--- config.mk ---
export PLATFORM = sky130hd
export DESIGN_NAME = mcu1_core
export DESIGN_NICKNAME = d
export VERILOG_FILES = /design/src/rtl/mcu1_pkg.sv /design/src/rtl/mcu1_alu.sv /design/src/rtl/mcu1_core.sv
export SDC_FILE = /design/constraint.sdc
export NUM_CORES = 1
export LEC_CHECK = 0
export BUFFER_PORTS_ARGS = -buffer_cell sky130_fd_sc_hd__clkbuf_2
export CORE_ASPECT_RATIO = 1.4
export CORE_MARGIN = 5
export CORE_UTILIZATION = 50
export CTS_BUF_LIST = sky130_fd_sc_hd__clkbuf_4 sky130_fd_sc_hd__clkbuf_8 sky130_fd_sc_hd__clkbuf_16
export DETAILED_ROUTE_END_ITERATION = 7
export PLACE_DENSITY = 0.7
export SYNTH_ARGS = -nofsm -noshare
export SYNTH_HDL_FRONTEND = slang
export SYNTH_HIERARCHICAL = 1
export SYNTH_SLANG_ARGS = --single-unit
--- constraint.sdc ---
create_clock -name clock -period 3.6 [get_ports clock]
set_input_delay 0.36 -clock clock [delete_from_list [all_inputs] [get_ports clock]]
set_output_delay 0.36 -clock clock [all_outputs]
set_load 0.005 [all_outputs]
--- src/rtl/mcu1_pkg.sv ---
// Shared types and instruction-field helpers for the MCU1 accumulator core.
package mcu1_pkg;

    // Upper bound on DW supported by the field helpers below.
    localparam int unsigned MaxDw = 64;

    typedef enum logic [3:0] {
        OpLd   = 4'h0,
        OpAdd  = 4'h1,
        OpJmp  = 4'h2,
        OpSt   = 4'h3,
        OpCmp  = 4'h4,
        OpJeq  = 4'h5,
        OpSub  = 4'h6,
        OpJlt  = 4'h7,
        OpAnd  = 4'h8,
        OpOr   = 4'h9,
        OpXor  = 4'hA,
        OpShl  = 4'hB,
        OpLdi  = 4'hC,
        OpJne  = 4'hD,
        OpNop  = 4'hE,
        OpHalt = 4'hF
    } op_e;

    typedef enum logic [1:0] {
        StFetch,
        StDecode,
        StMem,
        StHalt
    } state_e;

    function automatic op_e get_op(input logic [MaxDw-1:0] ir, input int unsigned dw);
        return op_e'(4'(ir >> (dw - 4)));
    endfunction

    function automatic logic [MaxDw-1:0] get_c(input logic [MaxDw-1:0] ir,
                                               input int unsigned dw);
        return ir & ((MaxDw'(1) << (dw - 4)) - MaxDw'(1));
    endfunction

endpackage

--- src/rtl/mcu1_alu.sv ---
// Combinational datapath: accumulator results for register/memory ops and CMP flags.
module mcu1_alu
    import mcu1_pkg::*;
#(
    parameter int unsigned DW = 16
) (
    input  op_e           op,
    input  logic [DW-1:0] a,
    input  logic [DW-1:0] m,
    input  logic [DW-1:0] c,
    output logic [DW-1:0] result,
    output logic          n,
    output logic          z
);

    always_comb begin
        result = a;
        n      = (a < m);
        z      = (a == m);
        case (op)
            OpLd:    result = m;
            OpAdd:   result = a + m;
            OpSub:   result = a - m;
            OpAnd:   result = a & m;
            OpOr:    result = a | m;
            OpXor:   result = a ^ m;
            OpShl:   result = a << c[3:0];
            OpLdi:   result = c;
            default: result = a;
        endcase
    end

endmodule

--- src/rtl/mcu1_core.sv ---
// MCU1 accumulator core: fetch/decode/memory FSM driving a registered req/ready bus.
module mcu1_core
    import mcu1_pkg::*;
#(
    parameter int unsigned   DW       = 16,
    parameter int unsigned   AW       = 12,
    parameter logic [AW-1:0] RESET_PC = '0
) (
    input  logic          clock,
    input  logic          reset_n,
    output logic          mem_req,
    output logic          mem_we,
    output logic [AW-1:0] mem_addr,
    output logic [DW-1:0] mem_wdata,
    input  logic [DW-1:0] mem_rdata,
    input  logic          mem_ready,
    output logic          halted,
    output logic [AW-1:0] pc_dbg,
    output logic [DW-1:0] acc_dbg
);

    state_e        state_q;
    logic [AW-1:0] pc_q;
    logic [DW-1:0] acc_q;
    logic [DW-1:0] ir_q;
    logic          n_q;
    logic          z_q;

    op_e           op;
    logic [DW-1:0] c_full;
    logic [AW-1:0] c_addr;
    logic [AW-1:0] pc_inc;
    logic [AW-1:0] next_pc;
    logic          taken;
    logic          mem_op;
    logic [DW-1:0] alu_result;
    logic          alu_n;
    logic          alu_z;

    assign op      = get_op(MaxDw'(ir_q), DW);
    assign c_full  = DW'(get_c(MaxDw'(ir_q), DW));
    assign c_addr  = c_full[AW-1:0];
    assign pc_inc  = pc_q + AW'(DW / 8);
    assign mem_op  = op inside {OpLd, OpAdd, OpSub, OpAnd, OpOr, OpXor, OpCmp, OpSt};
    // pc_q already points past the current instruction when DECODE evaluates this.
    assign next_pc = taken ? c_addr : pc_q;
    assign pc_dbg  = pc_q;
    assign acc_dbg = acc_q;

    always_comb begin
        taken = 1'b0;
        case (op)
            OpJmp:   taken = 1'b1;
            OpJeq:   taken = z_q;
            OpJlt:   taken = n_q;
            OpJne:   taken = !z_q;
            default: taken = 1'b0;
        endcase
    end

    mcu1_alu #(
        .DW(DW)
    ) u_alu (
        .op    (op),
        .a     (acc_q),
        .m     (mem_rdata),
        .c     (c_full),
        .result(alu_result),
        .n     (alu_n),
        .z     (alu_z)
    );

    always_ff @(posedge clock or negedge reset_n) begin
        if (!reset_n) begin
            state_q   <= StFetch;
            pc_q      <= RESET_PC;
            acc_q     <= '0;
            ir_q      <= '0;
            n_q       <= 1'b0;
            z_q       <= 1'b0;
            mem_req   <= 1'b0;
            mem_we    <= 1'b0;
            mem_addr  <= '0;
            mem_wdata <= '0;
            halted    <= 1'b0;
        end else begin
            case (state_q)
                StFetch: begin
                    // Only reached with mem_req low straight out of reset.
                    if (!mem_req) begin
                        mem_req  <= 1'b1;
                        mem_we   <= 1'b0;
                        mem_addr <= pc_q;
                    end else if (mem_ready) begin
                        ir_q    <= mem_rdata;
                        pc_q    <= pc_inc;
                        mem_req <= 1'b0;
                        state_q <= StDecode;
                    end
                end
                StDecode: begin
                    if (op == OpHalt) begin
                        halted  <= 1'b1;
                        state_q <= StHalt;
                    end else if (mem_op) begin
                        mem_req   <= 1'b1;
                        mem_we    <= (op == OpSt);
                        mem_addr  <= c_addr;
                        mem_wdata <= acc_q;
                        state_q   <= StMem;
                    end else begin
                        if (op == OpLdi || op == OpShl) begin
                            acc_q <= alu_result;
                        end
                        pc_q     <= next_pc;
                        mem_req  <= 1'b1;
                        mem_we   <= 1'b0;
                        mem_addr <= next_pc;
                        state_q  <= StFetch;
                    end
                end
                StMem: begin
                    if (mem_ready) begin
                        if (op == OpCmp) begin
                            n_q <= alu_n;
                            z_q <= alu_z;
                        end else if (op != OpSt) begin
                            acc_q <= alu_result;
                        end
                        mem_req  <= 1'b1;
                        mem_we   <= 1'b0;
                        mem_addr <= pc_q;
                        state_q  <= StFetch;
                    end
                end
                StHalt: begin
                    mem_req <= 1'b0;
                end
            endcase
        end
    end

endmodule
* Word-level counts from Yosys, hierarchy flattened
Cells that the tools add are included.
W data, S select, Z words.
** Storage, ports and cells
- Bits in registers :: 79
- Bits of input ports :: 19
- Output and inout port bits :: 59
- Word-level logic and storage cells :: 101
** Operators by class
- Add/sub/neg operators :: 3
- $lt $le $gt $ge :: 1
- Eq/ne operators :: 28
- Shift-type cells :: 1
- Muxes and demuxes :: 36
- Bitwise logic cells :: 4
- Reduce and logical (&&, ||, !) cells :: 17
** Operators by type and width (count)
- $pmux W16 S8 :: 1
- $mux W12 :: 9
- $mux W16 :: 6
- $pmux W12 S3 :: 1
- $pmux W16 S2 :: 1
- $eq A4 B4 Y1 const B :: 7
- $pmux W12 S2 :: 1
- $ne A2 B2 Y1 const B :: 9
- $add A16 B16 Y16 :: 1
- $and A16 B16 Y16 :: 1
- $eq A16 B16 Y1 :: 1
- $eq A4 B3 Y1 const B :: 4
- $lt A16 B16 Y1 :: 1
- $or A16 B16 Y16 :: 1
- $shl A16 B4 Y16 :: 1
- $sub A16 B16 Y16 :: 1
- $xor A16 B16 Y16 :: 1
- $add A12 B2 Y12 const B :: 1
- $mux W2 :: 5
- $reduce_and A3 Y1 :: 3
- $eq A4 B2 Y1 const B :: 2
- $mux W1 :: 8
- $pmux W1 S4 :: 2
- $reduce_and A4 Y1 :: 2
- other kinds (17) :: 20

* Depth between registers and ports, before layout
Gate-level depths: netlist of run 1.
- Word-level depth :: 6
- Depth in mapped cells :: 13
- Gate-level depth less buffers :: 13

* Cells and area by module
The synthesis of run 1 kept the hierarchy.
** Modules (own cells, without submodules)
- mcu1_core :: times used 1, cells each 334, area each 3891.2 um^2, sequential area each 1976.9 um^2
- mcu1_alu :: times used 1, cells each 520, area each 3513.4 um^2, sequential area each 0.0 um^2

* Worst setup path before layout of run 1
OpenSTA, ideal clock, no wires.
- Path kind :: register -> register
- Start point :: register acc_q[0] (netlist: acc_dbg[0])
- End point :: register acc_q[12] (netlist: acc_dbg[12])
- Library setup time :: 0.125 ns
- Arrival time :: 2.740 ns
- Required time :: 3.475 ns
- Slack :: 0.734 ns
- Stages on the path, launching flop included :: 13
- Buffers on the path :: 0
- Clock period less this slack :: 2.866 ns
- Path through :: dfrtp_1 inv_1 ha_1 inv_1 fa_1 and2b_1 o21ai_0 a31oi_1 o211a_1 o41a_1 a211oi_1 o21ai_0 mux2_4
** On the way
- Cells in the longest elaborated chain, start to end :: 6
- Elaborated cells on any way between the ends :: 11
- Classes of those cells :: add/sub (2); shift (1); mux (8)
** Ends and longest elaborated chain
- start: declaration :: RTL line mcu1_core.sv:24 : logic [DW-1:0] acc_q;
- start signal: assignment :: RTL line mcu1_core.sv:113 : acc_q <= alu_result;
- start signal: assignment :: RTL line mcu1_core.sv:128 : acc_q <= alu_result;
- $sub A16 B16 Y16, or another cell as far along :: RTL line mcu1_alu.sv:23 : OpSub: result = a - m;
- $pmux W16 S8 (*) :: RTL line mcu1_alu.sv:20 : case (op)
- named net alu_result[12] :: RTL line mcu1_core.sv:36 : logic [DW-1:0] alu_result;
- $mux W16 (on tied branches) :: RTL line mcu1_core.sv:127, mcu1_core.sv:112
- $mux W16 (on tied branches) :: RTL line mcu1_core.sv:124, mcu1_core.sv:105
- $mux W16 (on tied branches) :: RTL line mcu1_core.sv:123, mcu1_core.sv:102
- $pmux W16 S2 (*) :: RTL line mcu1_core.sv:87 : case (state_q)
Mark *: on every way through the listed nets, which the timed path passes. The rest lies on a longest branch. The select of a mux whose other input is x is not followed.
A chain may end at the register's enable or synchronous reset.

* Worst setup path after layout of run 1
- Start point :: register acc_q[1] (netlist: acc_dbg[1])
- End point :: register acc_q[15] (netlist: acc_dbg[15])
Same word-level chain as after synthesis.

==> results of run 1 <==
[Yosys cell counts (14+ instances only)]
| library cell | n |
|---|---|
| nor2_1 | 74 |
| clkbuf_1 | 25 |
| nand2_1 | 47 |
| inv_1 | 53 |
| mux2i_1 | 43 |
| o21ai_0 | 41 |
| mux2_2 | 45 |
| o22ai_1 | 26 |
| nor3_1 | 14 |
| dfrtp_1 | 79 |
| nor2b_1 | 14 |
| buf_2 | 15 |
| nand3_1 | 17 |
| a21oi_1 | 69 |
| ha_1 | 56 |
[per-layer routing]
layer / vias up / share of wire [%]
met5: - / 0
li1: 3233 / -
met2: 399 / 48
met4: 0 / 5.0
met3: 102 / 7.6
met1: 3392 / 39
[cell type report]
| cell class | count | area, um^2 | share of cell area (%) |
|---|---|---|---|
| clock buffer | 10 | 233 | 2.82 |
| clock inverter | 6 | 92.6 | 1.12 |
| inverter | 55 | 206 | 2.50 |
| multi-input combinational | 665 | 4910 | 59.4 |
| sequential | 79 | 1980 | 23.9 |
| tap | 189 | 236 | 2.86 |
| timing repair buffer | 105 | 611 | 7.39 |
[flip-flops by register name, summed over array words and instances, names as in the netlist]
name	cells
acc_dbg	16
mem_req	1
mem_addr	12
state_q	2
halted	1
n_q	1
ir_q	16
z_q	1
pc_dbg	12
mem_wdata	16
mem_we	1
[stage by stage]
stage	std cells	utilization [%]
finish	1109	56.9
global route	1109	56.9
CTS	1109	56.9
detailed placement	1093	54.7
global placement	1093	54.7
floorplan	857	-
[kinds of logic after synthesis]
family | Yosys count | share of synthesized area, %
DFF | 79 | 26.7
buffers and inverters | 113 | 7.20
and+or+nand+nor | 237 | 16.3
muxes | 103 | 16.2
adders and majority gates | 58 | 10.0
other | 1 | 0.0506
xor gates and xnor gates | 5 | 0.592
AOI/OAI and AO/OA | 258 | 23.0
[how the worst max path moves through the flow]
stage	start	end	slack, ns
final	acc_dbg[1]	acc_dbg[15]	0.30
after global routing	acc_dbg[1]	acc_dbg[15]	0.14
after CTS	acc_dbg[1]	acc_dbg[15]	0.34
after detailed placement	acc_dbg[1]	acc_dbg[15]	0.40
after global placement	acc_dbg[0]	acc_dbg[12]	0.46
after floorplan	acc_dbg[0]	acc_dbg[12]	0.73
[worst max-delay path, delay by kind of cell (launching register included)]
kind | cells | cell delay, ns
flip-flops | 1 | 0.55
adder cells (fa/ha/maj) | 1 | 0.39
AO/OA/AOI/OAI | 7 | 1.61
multiplexers | 2 | 0.52
buffers and inverters | 1 | 0.17
[cells in the final DEF (no fill, tap or decap), types with 14 or more instances in the layout]
cell and instances:
a21oi_1 69, buf_4 28, clkbuf_2 76, dfrtp_1 79, ha_1 56, inv_1 53, mux2_2 45, mux2i_1 43
nand2_1 47, nand3_1 17, nor2_1 74, nor2b_1 14, nor3_1 14, o21ai_0 41, o22ai_1 26
[power groups by stage]
stage | registers, uW | logic [uW] | clock network [uW]
5_1_grt | 2020 | 6520 | 1090
2_1_floorplan | 1740 | 4410 | 0
4_1_cts | 1940 | 5910 | 1050
3_3_place_gp | 1930 | 5830 | 0
6_report | 1940 | 6050 | 1040
3_5_place_dp | 1950 | 5870 | 0
==> summary.txt, run 1 <==
Job
  • Max_cap viols: 0

Global route
  • GRT busiest layer: met2
  • M2 GR Usage: between 40% and 50%
  • Number of global-route vias before repair: 6992
  • Met1 Use GR: 33.8%
  • Pin count of the biggest net entering global routing: 58
  • Total Routing Usage GR: 27.2%
  • Initial antenna violation count: 0
  • Global-route wire length before repair: 38.1 mm
  • Grt ovf: 0
  • M3 GR Usage: 3.89%

Synth
  • Dominant cell type by area after synthesis: dfrtp_1
  • EDFF count, synth: 0
  • Synth area leaders: dfrtp_1 27%, ha_1 9.5%, mux2_2 6.8%
  • Register bit count reported by yosys: 79
  • FFs w/ async S/R, synth: 100%
  • Post-synthesis cell type count: 86
  • Yosys top cell area share: 26.7%
  • Synth Instances: about 850
  • Cell Area, Synth: 7400 um^2
  • Syn_area_per_cell: 8.67 um^2
  • Register area share after synthesis: around a quarter
  • Most common flop cell mapped by yosys: dfrtp_1
  • Ys Warns: 6

Setup path
  • FF-to-FF path depth: 11
  • Highest cell delay on the worst timing path: 0.55 ns
  • RR Endpoint: acc_dbg[15]
  • Critical R2R Launch: acc_dbg[1]
  • Worst path required time: 3.89 ns
  • Cells along the critical path: inv_1 > ha_1 > a21oi_1 > o21ai_0 > a31o_2 > a21boi_0 > o221ai_1 > a21oi_1 > mux2_2 > o221ai_1 > mux2_4
  • Startpoint types: flip-flop
  • Data arrival time of the critical path: between 3 and 4 ns
  • Crit Path Class: reg -> reg
  • CP Max Fanout: 9
  • CP Capture Type: flip-flop
  • CP max-delay cell: dfrtp_1
  • Flop2flop setup slack: 0.30 ns

Drt
  • DRT antenna net count: 0
  • Vias: roughly 7100
  • Pre-Repair DR Iteration Count: 6
  • WL/cell: 21.6 um
  • First DRT Iteration DRCs: 855
  • Remaining DRCs: 0
  • Avg Vias per Cell: approximately 6.4
  • Final wirelength: roughly 24 mm

CTS
  • CTS tree: built
  • Hold_buf cts: 0
  • Worst-skew pair later-pin latency: 0.35 ns
  • Post-CTS sizing: 0
  • Clk root buf: clkbuf_16
  • Post-CTS Setup Bufs: 0
  • Total clock sinks: 79
  • CTS H-tree lvls: 3
  • Clock-pin transition on the worst setup and hold timing paths: 0.07 ns
  • CTS buffer count: 9
  • Longest Clk Path Bufs: 2

Timing
  • Final number of hold-violating endpoints: 0
  • Worst slew margin: 42.8%
  • Setup Skew: 0.0127 ns
  • RSZ-0062 raised after global routing: no
  • Fin. max-slew vios: 0
  • Final WS setup: 0.303 ns
  • Worst slew pin tran: 0.857 ns
  • F_max: between 300 and 400 MHz
  • Setup violators final: 0
  • Min Tclk post-route: 3.30 ns
  • Setup TNS: 0 ns
  • Part of the cycle the worst path needs: 91.6%
  • Hold_ws: 0.0625 ns

Finish
  • Fillcell total: 1380
  • Synth-to-layout area growth: 11.6%
  • Nets: 992
  • Fraction of layout cells with a size suffix above 1: 23.0%
  • Post-layout instance area: 8260 um^2
  • ANT cells: 0

Power
  • Psw: between 4000 and 5000 uW
  • Cell Pwr Density: 1090 nW/um^2
  • Leak: 0.00384 uW
  • Cell Int Power: roughly 4500 uW
  • Switching part of the total: 49.9%
  • Flop pwr share: 21.5%
  • Clock power share: 11.5%
  • Logic pwr share: 66.9%
  • Worst IR Drop VDD: 461 uV
  • Tot Pwr: 9030 uW

Floorplanning
  • Initial core utilization: about half
  • Die height: roughly 150 um
  • Core ar.: 14500 um^2
  • Ports: 78
  • Die Wd: 113 um
  • Num rows: 52
  • Die area: 17400 um^2

Placed design
  • Routability Congestion: 0.985
  • DP Area: 7940 um^2
  • Detail Placement HPWL: 17.6 mm
  • PortBufs: 77
  • Pre-CTS setup slack: 0.396 ns

Worst hold path
  • Hold Path Class: in -> async

Outcome
  • Status: finished clean
No activity file was read; power rests on OpenSTA's default activity.
==> run 2, diff against run 1 <==
--- a/config.mk
+++ b/config.mk
@@ -5,13 +5,14 @@
 export SDC_FILE = /design/constraint.sdc
 export NUM_CORES = 1
 export LEC_CHECK = 0
-export BUFFER_PORTS_ARGS = -buffer_cell sky130_fd_sc_hd__clkbuf_2
+export BUFFER_PORTS_ARGS = -buffer_cell sky130_fd_sc_hd__buf_4
 export CORE_ASPECT_RATIO = 1.4
 export CORE_MARGIN = 5
 export CORE_UTILIZATION = 50
 export CTS_BUF_LIST = sky130_fd_sc_hd__clkbuf_4 sky130_fd_sc_hd__clkbuf_8 sky130_fd_sc_hd__clkbuf_16
 export DETAILED_ROUTE_END_ITERATION = 7
 export PLACE_DENSITY = 0.7
+export SETUP_SLACK_MARGIN = 0.1
 export SYNTH_ARGS = -nofsm -noshare
 export SYNTH_HDL_FRONTEND = slang
 export SYNTH_HIERARCHICAL = 1
==> summary.txt, run 2 (synthesis gave the netlist of run 1 again) <==
Timing
  • RSZ-0062 raised after global routing: no (unchanged)
  • Setup TNS: 0 ns (unchanged)
  • Setup Skew: 0.00994 ns (was 0.0127 ns)
  • Fin. max-slew vios: 0 (unchanged)
  • Worst slew pin tran: 0.820 ns (was 0.857 ns)
  • Min Tclk post-route: 3.22 ns (was 3.30 ns)
  • Part of the cycle the worst path needs: 89.5% (was 91.6%)
  • Final WS setup: 0.379 ns (was 0.303 ns)
  • Worst slew margin: 45.3% (was 42.8%)
  • F_max: 310 MHz (was 303 MHz)
  • Final number of hold-violating endpoints: 0 (unchanged)
  • Setup violators final: 0 (unchanged)

Setup path
  • Flop2flop setup slack: 0.38 ns (was 0.30 ns)
  • CP Capture Type: flip-flop (unchanged)
  • RR Endpoint: acc_dbg[12] (was acc_dbg[15])
  • CP max-delay cell: dfrtp_1 (unchanged)
  • Highest cell delay on the worst timing path: 0.45 ns (was 0.55 ns)
  • CP Max Fanout: 8 (was 9)
  • Crit Path Class: reg -> reg (unchanged)
  • Startpoint types: flip-flop (unchanged)
  • FF-to-FF path depth: 12 (was 11)
  • Data arrival time of the critical path: 3.46 ns (was 3.59 ns)
  • Critical R2R Launch: acc_dbg[0] (was acc_dbg[1])
  • Delay-heaviest family, CP: compound AO/OA/AOI/OAI gates (unchanged)
  • Worst path required time: 3.84 ns (was 3.89 ns)
  • CP bufs+invs: 2 (was 1)
  • Cells along the critical path: inv_1 > ha_1 > inv_1 > fa_1 > and2b_1 > o21ai_0 > a31oi_1 > o211a_1 > o41a_1 > a211oi_1 > o21ai_0 > mux2_4 (was inv_1 > ha_1 > a21oi_1 > o21ai_0 > a31o_2 > a21boi_0 > o221ai_1 > a21oi_1 > mux2_2 > o221ai_1 > mux2_4)

Global route
  • Number of global-route vias before repair: 6923 (was 6992)
  • Global-route wire length before repair: 38.5 mm (was 38.1 mm)
  • Pin count of the biggest net entering global routing: 56 (was 58)
  • Total Routing Usage GR: 27.8% (was 27.2%)
  • M2 GR Usage: 46.9% (was 45.8%)
  • Met1 Use GR: 35.0% (was 33.8%)
  • Grt ovf: 0 (unchanged)
  • Initial antenna violation count: 0 (unchanged)
  • M3 GR Usage: 3.93% (was 3.89%)
  • GRT busiest layer: met2 (unchanged)

Drt
  • Pre-Repair DR Iteration Count: 8 (was 6)
  • DRT antenna net count: 0 (unchanged)
  • WL/cell: 21.7 um (was 21.6 um)
  • Remaining DRCs: 0 (unchanged)
  • First DRT Iteration DRCs: 983 (was 855)
  • Vias: 6984 (was 7126)
  • Avg Vias per Cell: 6.29 (was 6.43)
  • Final wirelength: 24.1 mm (was 23.9 mm)

Finish
  • Most frequent cells in the layout: 107 x buf_4, 79 x dfrtp_1, 74 x nor2_1, 69 x a21oi_1, 56 x ha_1 (was 79 x dfrtp_1, 76 x clkbuf_2, 74 x nor2_1, 69 x a21oi_1, 56 x ha_1)
  • Fillcell total: 1351 (was 1380)
  • Nets: 994 (was 992)
  • Commonest non-fill, non-tap cell in the layout: buf_4 (was dfrtp_1)
  • Fraction of layout cells with a size suffix above 1: 23.2% (was 23.0%)
  • Synth-to-layout area growth: 14.2% (was 11.6%)
  • ANT cells: 0 (unchanged)

Floorplanning
  • Die height: 154 um (unchanged)
  • Initial core utilization: 51.0% (unchanged)
  • Die Wd: 113 um (unchanged)
  • Core ar.: 14500 um^2 (unchanged)
  • Ports: 78 (unchanged)
  • Num rows: 52 (unchanged)
  • Die area: 17400 um^2 (unchanged)

Worst hold path
  • Hold Path Class: in -> async (unchanged)

CTS
  • Post-CTS Setup Bufs: 0 (unchanged)
  • CTS H-tree lvls: 3 (unchanged)
  • Total clock sinks: 79 (unchanged)
  • CTS tree: built (unchanged)
  • Worst-skew pair later-pin latency: 0.35 ns (about the same)
  • Clock-pin transition on the worst setup and hold timing paths: 0.07 ns (about the same)
  • Post-CTS sizing: 0 (unchanged)
  • Hold_buf cts: 0 (unchanged)
  • CTS buffer count: 9 (unchanged)
  • Clk root buf: clkbuf_16 (unchanged)
  • Longest Clk Path Bufs: 2 (unchanged)

Placed design
  • Pre-CTS setup slack: 0.435 ns (was 0.396 ns)
  • PortBufs: 77 (unchanged)
  • Routability Congestion: 1.01 (was 0.985)
  • Detail Placement HPWL: 17.7 mm (was 17.6 mm)

Power
  • Cell Pwr Density: 1090 nW/um^2 (about the same)
  • Leak: 0.00390 uW (was 0.00384 uW)
  • Worst IR Drop VDD: 457 uV (was 461 uV)

Outcome
  • Status: finished clean (unchanged)

Job
  • Max_cap viols: 0 (unchanged)
-- run 2: worst max-delay path by stage --
stage                           from          end  slack, ns  depth (start not counted)
after global routing      acc_dbg[0]  acc_dbg[12]       0.12                         12
final                     acc_dbg[0]  acc_dbg[12]       0.38                         12
after global placement    acc_dbg[0]  acc_dbg[12]       0.45                         12
after detailed placement  acc_dbg[0]  acc_dbg[12]       0.43                         12
after floorplan           acc_dbg[0]  acc_dbg[12]       0.73                         12
after CTS                 acc_dbg[0]  acc_dbg[12]       0.41                         12
-- run 2: power breakdown --
group          total, uW  internal [uW]  switching (uW)  leakage (uW)
Sequential          1910           1310             597      0.000977
Combinational       6240           2760            3490       0.00277
Clock               1060            632             429      0.000159
Total               9210           4700            4510       0.00390
-- run 2: cell type report --
cell class / instances / area, um^2 / area share, %
multi-input combinational: 665 / 4910 / 58.0
sequential: 79 / 1980 / 23.4
timing repair buffer: 107 / 803 / 9.50
clock buffer: 10 / 239 / 2.83
tap: 189 / 236 / 2.80
inverter: 55 / 206 / 2.44
clock inverter: 6 / 90.1 / 1.07
-- run 2: routing by layer --
| layer | vias up | part of all wire, % |
|---|---|---|
| met1 | 3297 | 41 |
| met3 | 86 | 6.3 |
| met2 | 339 | 48 |
| met5 | - | 0 |
| met4 | 0 | 4.6 |
| li1 | 3262 | - |
-- run 2: per-stage QoR --
stage | utilization, % | hold WS [ns] | instance area [um^2] | power, uW | std cells
floorplan | - | 0.0644 | 7420 | 6150 | 857
global placement | 56.0 | 0.452 | 8130 | 8000 | 1095
detailed placement | 56.0 | 0.453 | 8130 | 8030 | 1095
CTS | 58.3 | 0.110 | 8460 | 9120 | 1111
global route | 58.3 | 0.145 | 8460 | 9860 | 1111
finish | 58.3 | 0.0823 | 8460 | 9210 | 1111
==> run 3, diff against run 2 <==
--- a/config.mk
+++ b/config.mk
@@ -9,7 +9,6 @@
 export CORE_ASPECT_RATIO = 1.4
 export CORE_MARGIN = 5
 export CORE_UTILIZATION = 50
-export CTS_BUF_LIST = sky130_fd_sc_hd__clkbuf_4 sky130_fd_sc_hd__clkbuf_8 sky130_fd_sc_hd__clkbuf_16
 export DETAILED_ROUTE_END_ITERATION = 7
 export PLACE_DENSITY = 0.7
 export SETUP_SLACK_MARGIN = 0.1
==> constraint.sdc (replaced) <==
create_clock -name clock -period 3.6 [get_ports clock]
set_input_delay 0.72 -clock clock [delete_from_list [all_inputs] [get_ports clock]]
set_output_delay 0.72 -clock clock [all_outputs]
set_load 0.005 [all_outputs]
==> summary.txt, run 3 (synthesis gave the netlist of run 1 again) <==
Global route
  • Pin count of the biggest net entering global routing: 80 (was 56)
  • Number of global-route vias before repair: 6946 (was 6923)
  • Grt ovf: 0 (unchanged)
  • Initial antenna violation count: 0 (unchanged)
  • Global-route wire length before repair: 38.8 mm (was 38.5 mm)
  • Total Routing Usage GR: 28.0% (was 27.8%)

Setup path
  • Data arrival time of the critical path: 3.41 ns (was 3.46 ns)
  • CP Capture Type: flip-flop (unchanged)
  • Startpoint types: flip-flop (unchanged)
  • Highest cell delay on the worst timing path: 0.42 ns (was 0.45 ns)
  • Crit Path Class: reg -> reg (unchanged)
  • CP max-delay cell: o41a_1 (was dfrtp_1)
  • CP bufs+invs: 2 (unchanged)
  • Delay-heaviest family, CP: compound AO/OA/AOI/OAI gates (unchanged)
  • Worst path required time: 3.83 ns (was 3.84 ns)
  • Cells along the critical path: inv_1 > ha_1 > inv_1 > fa_1 > and2b_1 > o21ai_0 > a31oi_1 > o211a_1 > o41a_1 > a211oi_1 > o21ai_0 > mux2_4 (unchanged)
  • CP Max Fanout: 3 (was 8)

Drt
  • WL/cell: 22.0 um (was 21.7 um)
  • DRT antenna net count: 0 (unchanged)
  • Final wirelength: 24.5 mm (was 24.1 mm)
  • Vias: 7120 (was 6984)
  • First DRT Iteration DRCs: 722 (was 983)
  • Pre-Repair DR Iteration Count: 6 (was 8)
  • Avg Vias per Cell: 6.40 (was 6.29)
  • Remaining DRCs: 0 (unchanged)

Placed design
  • PortBufs: 77 (unchanged)
  • Routability Congestion: 0.968 (was 1.01)
  • Placed Cells: 1097 (was 1095)
  • Pre-CTS setup slack: 0.121 ns (was 0.435 ns)
  • Detail Placement HPWL: 18.0 mm (was 17.7 mm)

CTS
  • Post-CTS Setup Bufs: 0 (unchanged)
  • Clock-pin transition on the worst setup and hold timing paths: 0.07 ns (about the same)
  • CTS H-tree lvls: 3 (unchanged)
  • Longest Clk Path Bufs: 2 (unchanged)
  • Total clock sinks: 79 (unchanged)
  • Worst-skew pair later-pin latency: 0.34 ns (was 0.35 ns)
  • CTS buffer count: 9 (unchanged)
  • CTS tree: built (unchanged)
  • Hold_buf cts: 0 (unchanged)
  • Post-CTS sizing: 0 (unchanged)
  • Clk root buf: clkbuf_16 (unchanged)

Floorplanning
  • Core ar.: 14500 um^2 (unchanged)
  • Ports: 78 (unchanged)
  • Initial core utilization: 51.0% (unchanged)
  • Die area: 17400 um^2 (unchanged)
  • Die height: 154 um (unchanged)
  • Die Wd: 113 um (unchanged)
  • Num rows: 52 (unchanged)

Timing
  • Final WS setup: 0.423 ns (was 0.379 ns)
  • Part of the cycle the worst path needs: 88.3% (was 89.5%)
  • F_max: 315 MHz (was 310 MHz)
  • Min Tclk post-route: 3.18 ns (was 3.22 ns)
  • Setup Skew: 0.0114 ns (was 0.00994 ns)
  • Worst slew pin tran: 1.04 ns (was 0.820 ns)
  • RSZ-0062 raised after global routing: no (unchanged)
  • Final number of hold-violating endpoints: 0 (unchanged)
  • Worst slew margin: 30.8% (was 45.3%)
  • Fin. max-slew vios: 0 (unchanged)
  • Setup TNS: 0 ns (unchanged)
  • Setup violators final: 0 (unchanged)

Finish
  • Synth-to-layout area growth: 14.1% (was 14.2%)
  • Area taken by multi-input logic gates: 4910 um^2 (about the same)
  • Final Non-Filler Cells: 1113 (was 1111)
  • Commonest non-fill, non-tap cell in the layout: buf_4 (unchanged)
  • ANT cells: 0 (unchanged)
  • Fraction of layout cells with a size suffix above 1: 23.5% (was 23.2%)
  • Nets: 996 (was 994)
  • Most frequent cells in the layout: 109 x buf_4, 79 x dfrtp_1, 74 x nor2_1, 69 x a21oi_1, 56 x ha_1 (was 107 x buf_4, 79 x dfrtp_1, 74 x nor2_1, 69 x a21oi_1, 56 x ha_1)
  • Fillcell total: 1359 (was 1351)
  • Register area: 1980 um^2 (unchanged)

Power
  • Worst IR Drop VDD: 511 uV (was 457 uV)
  • Cell Pwr Density: 1090 nW/um^2 (about the same)
  • Leak: 0.00390 uW (about the same)

Worst hold path
  • Hold Path Class: reg -> reg (was in -> async)

Job
  • Max_cap viols: 0 (unchanged)

Outcome
  • Status: finished clean (unchanged)
run 3: changes by cell type in the layout (fill, tap and decap cells not counted), sizes merged:
cell    previous run  this run
buf              107       109
clkbuf            10         9
clkinv             2         4
bufinv             2         1
run 3: per-layer routing:
metal	wire length [um]	vias to the layer above	track usage, %
li1	-	3250	-
met1	9930	3441	35.7
met2	11800	341	46.4
met3	1590	88	3.81
met4	1160	0	13.2
met5	0	-	0
run 3: cell type report:
class / instances / share of cell area (%)
multi-input cells: 665 / 58.2
flip-flops and latches: 79 / 23.4
repair buffers: 109 / 9.69
well taps: 189 / 2.80
clock buffers: 9 / 2.67
inverters: 55 / 2.44
clock inverters: 7 / 0.830
run 3: final timing paths:
kind / from / endpoint / slack, ns / cells after the start
hold / removal: halted / halted / 0.47 / 1
setup reg to reg: acc_dbg[0] / acc_dbg[12] / 0.42 / 12
min in group asynchronous: reset_n / mem_addr[0] / 0.55 / 1
setup / recovery: acc_dbg[0] / acc_dbg[12] / 0.42 / 12
max in group asynchronous: reset_n / acc_dbg[12] / 2.38 / 1
hold reg to reg: halted / halted / 0.47 / 1
run 3: stage by stage:
stage / util (%) / hold WS, ns / area, um^2 / total power, uW
floorplan: - / 0.424 / 7420 / 6150
global placement: 56.2 / 0.450 / 8150 / 8060
detailed placement: 56.2 / 0.459 / 8150 / 8090
CTS: 58.2 / 0.475 / 8450 / 9090
global route: 58.2 / 0.507 / 8450 / 9850
finish: 58.2 / 0.472 / 8450 / 9190
run 3: worst register-to-register path: cells and delay by family, from the launching register on:
| kind | cells | cell delay (ns) |
|---|---|---|
| adder cells (fa/ha/maj) | 2 | 0.60 |
| flip-flops | 1 | 0.38 |
| buffers and inverters | 2 | 0.17 |
| multiplexers | 1 | 0.28 |
| AO/OA/AOI/OAI | 6 | 1.44 |
| AND/OR/NAND/NOR | 1 | 0.19 |
run 3: report_power, final:
group | internal (uW) | switching (uW) | total (uW) | leakage, uW
clock network | 540 | 417 | 957 | 0.000146
logic | 2770 | 3540 | 6310 | 0.00278
registers | 1310 | 610 | 1920 | 0.000977
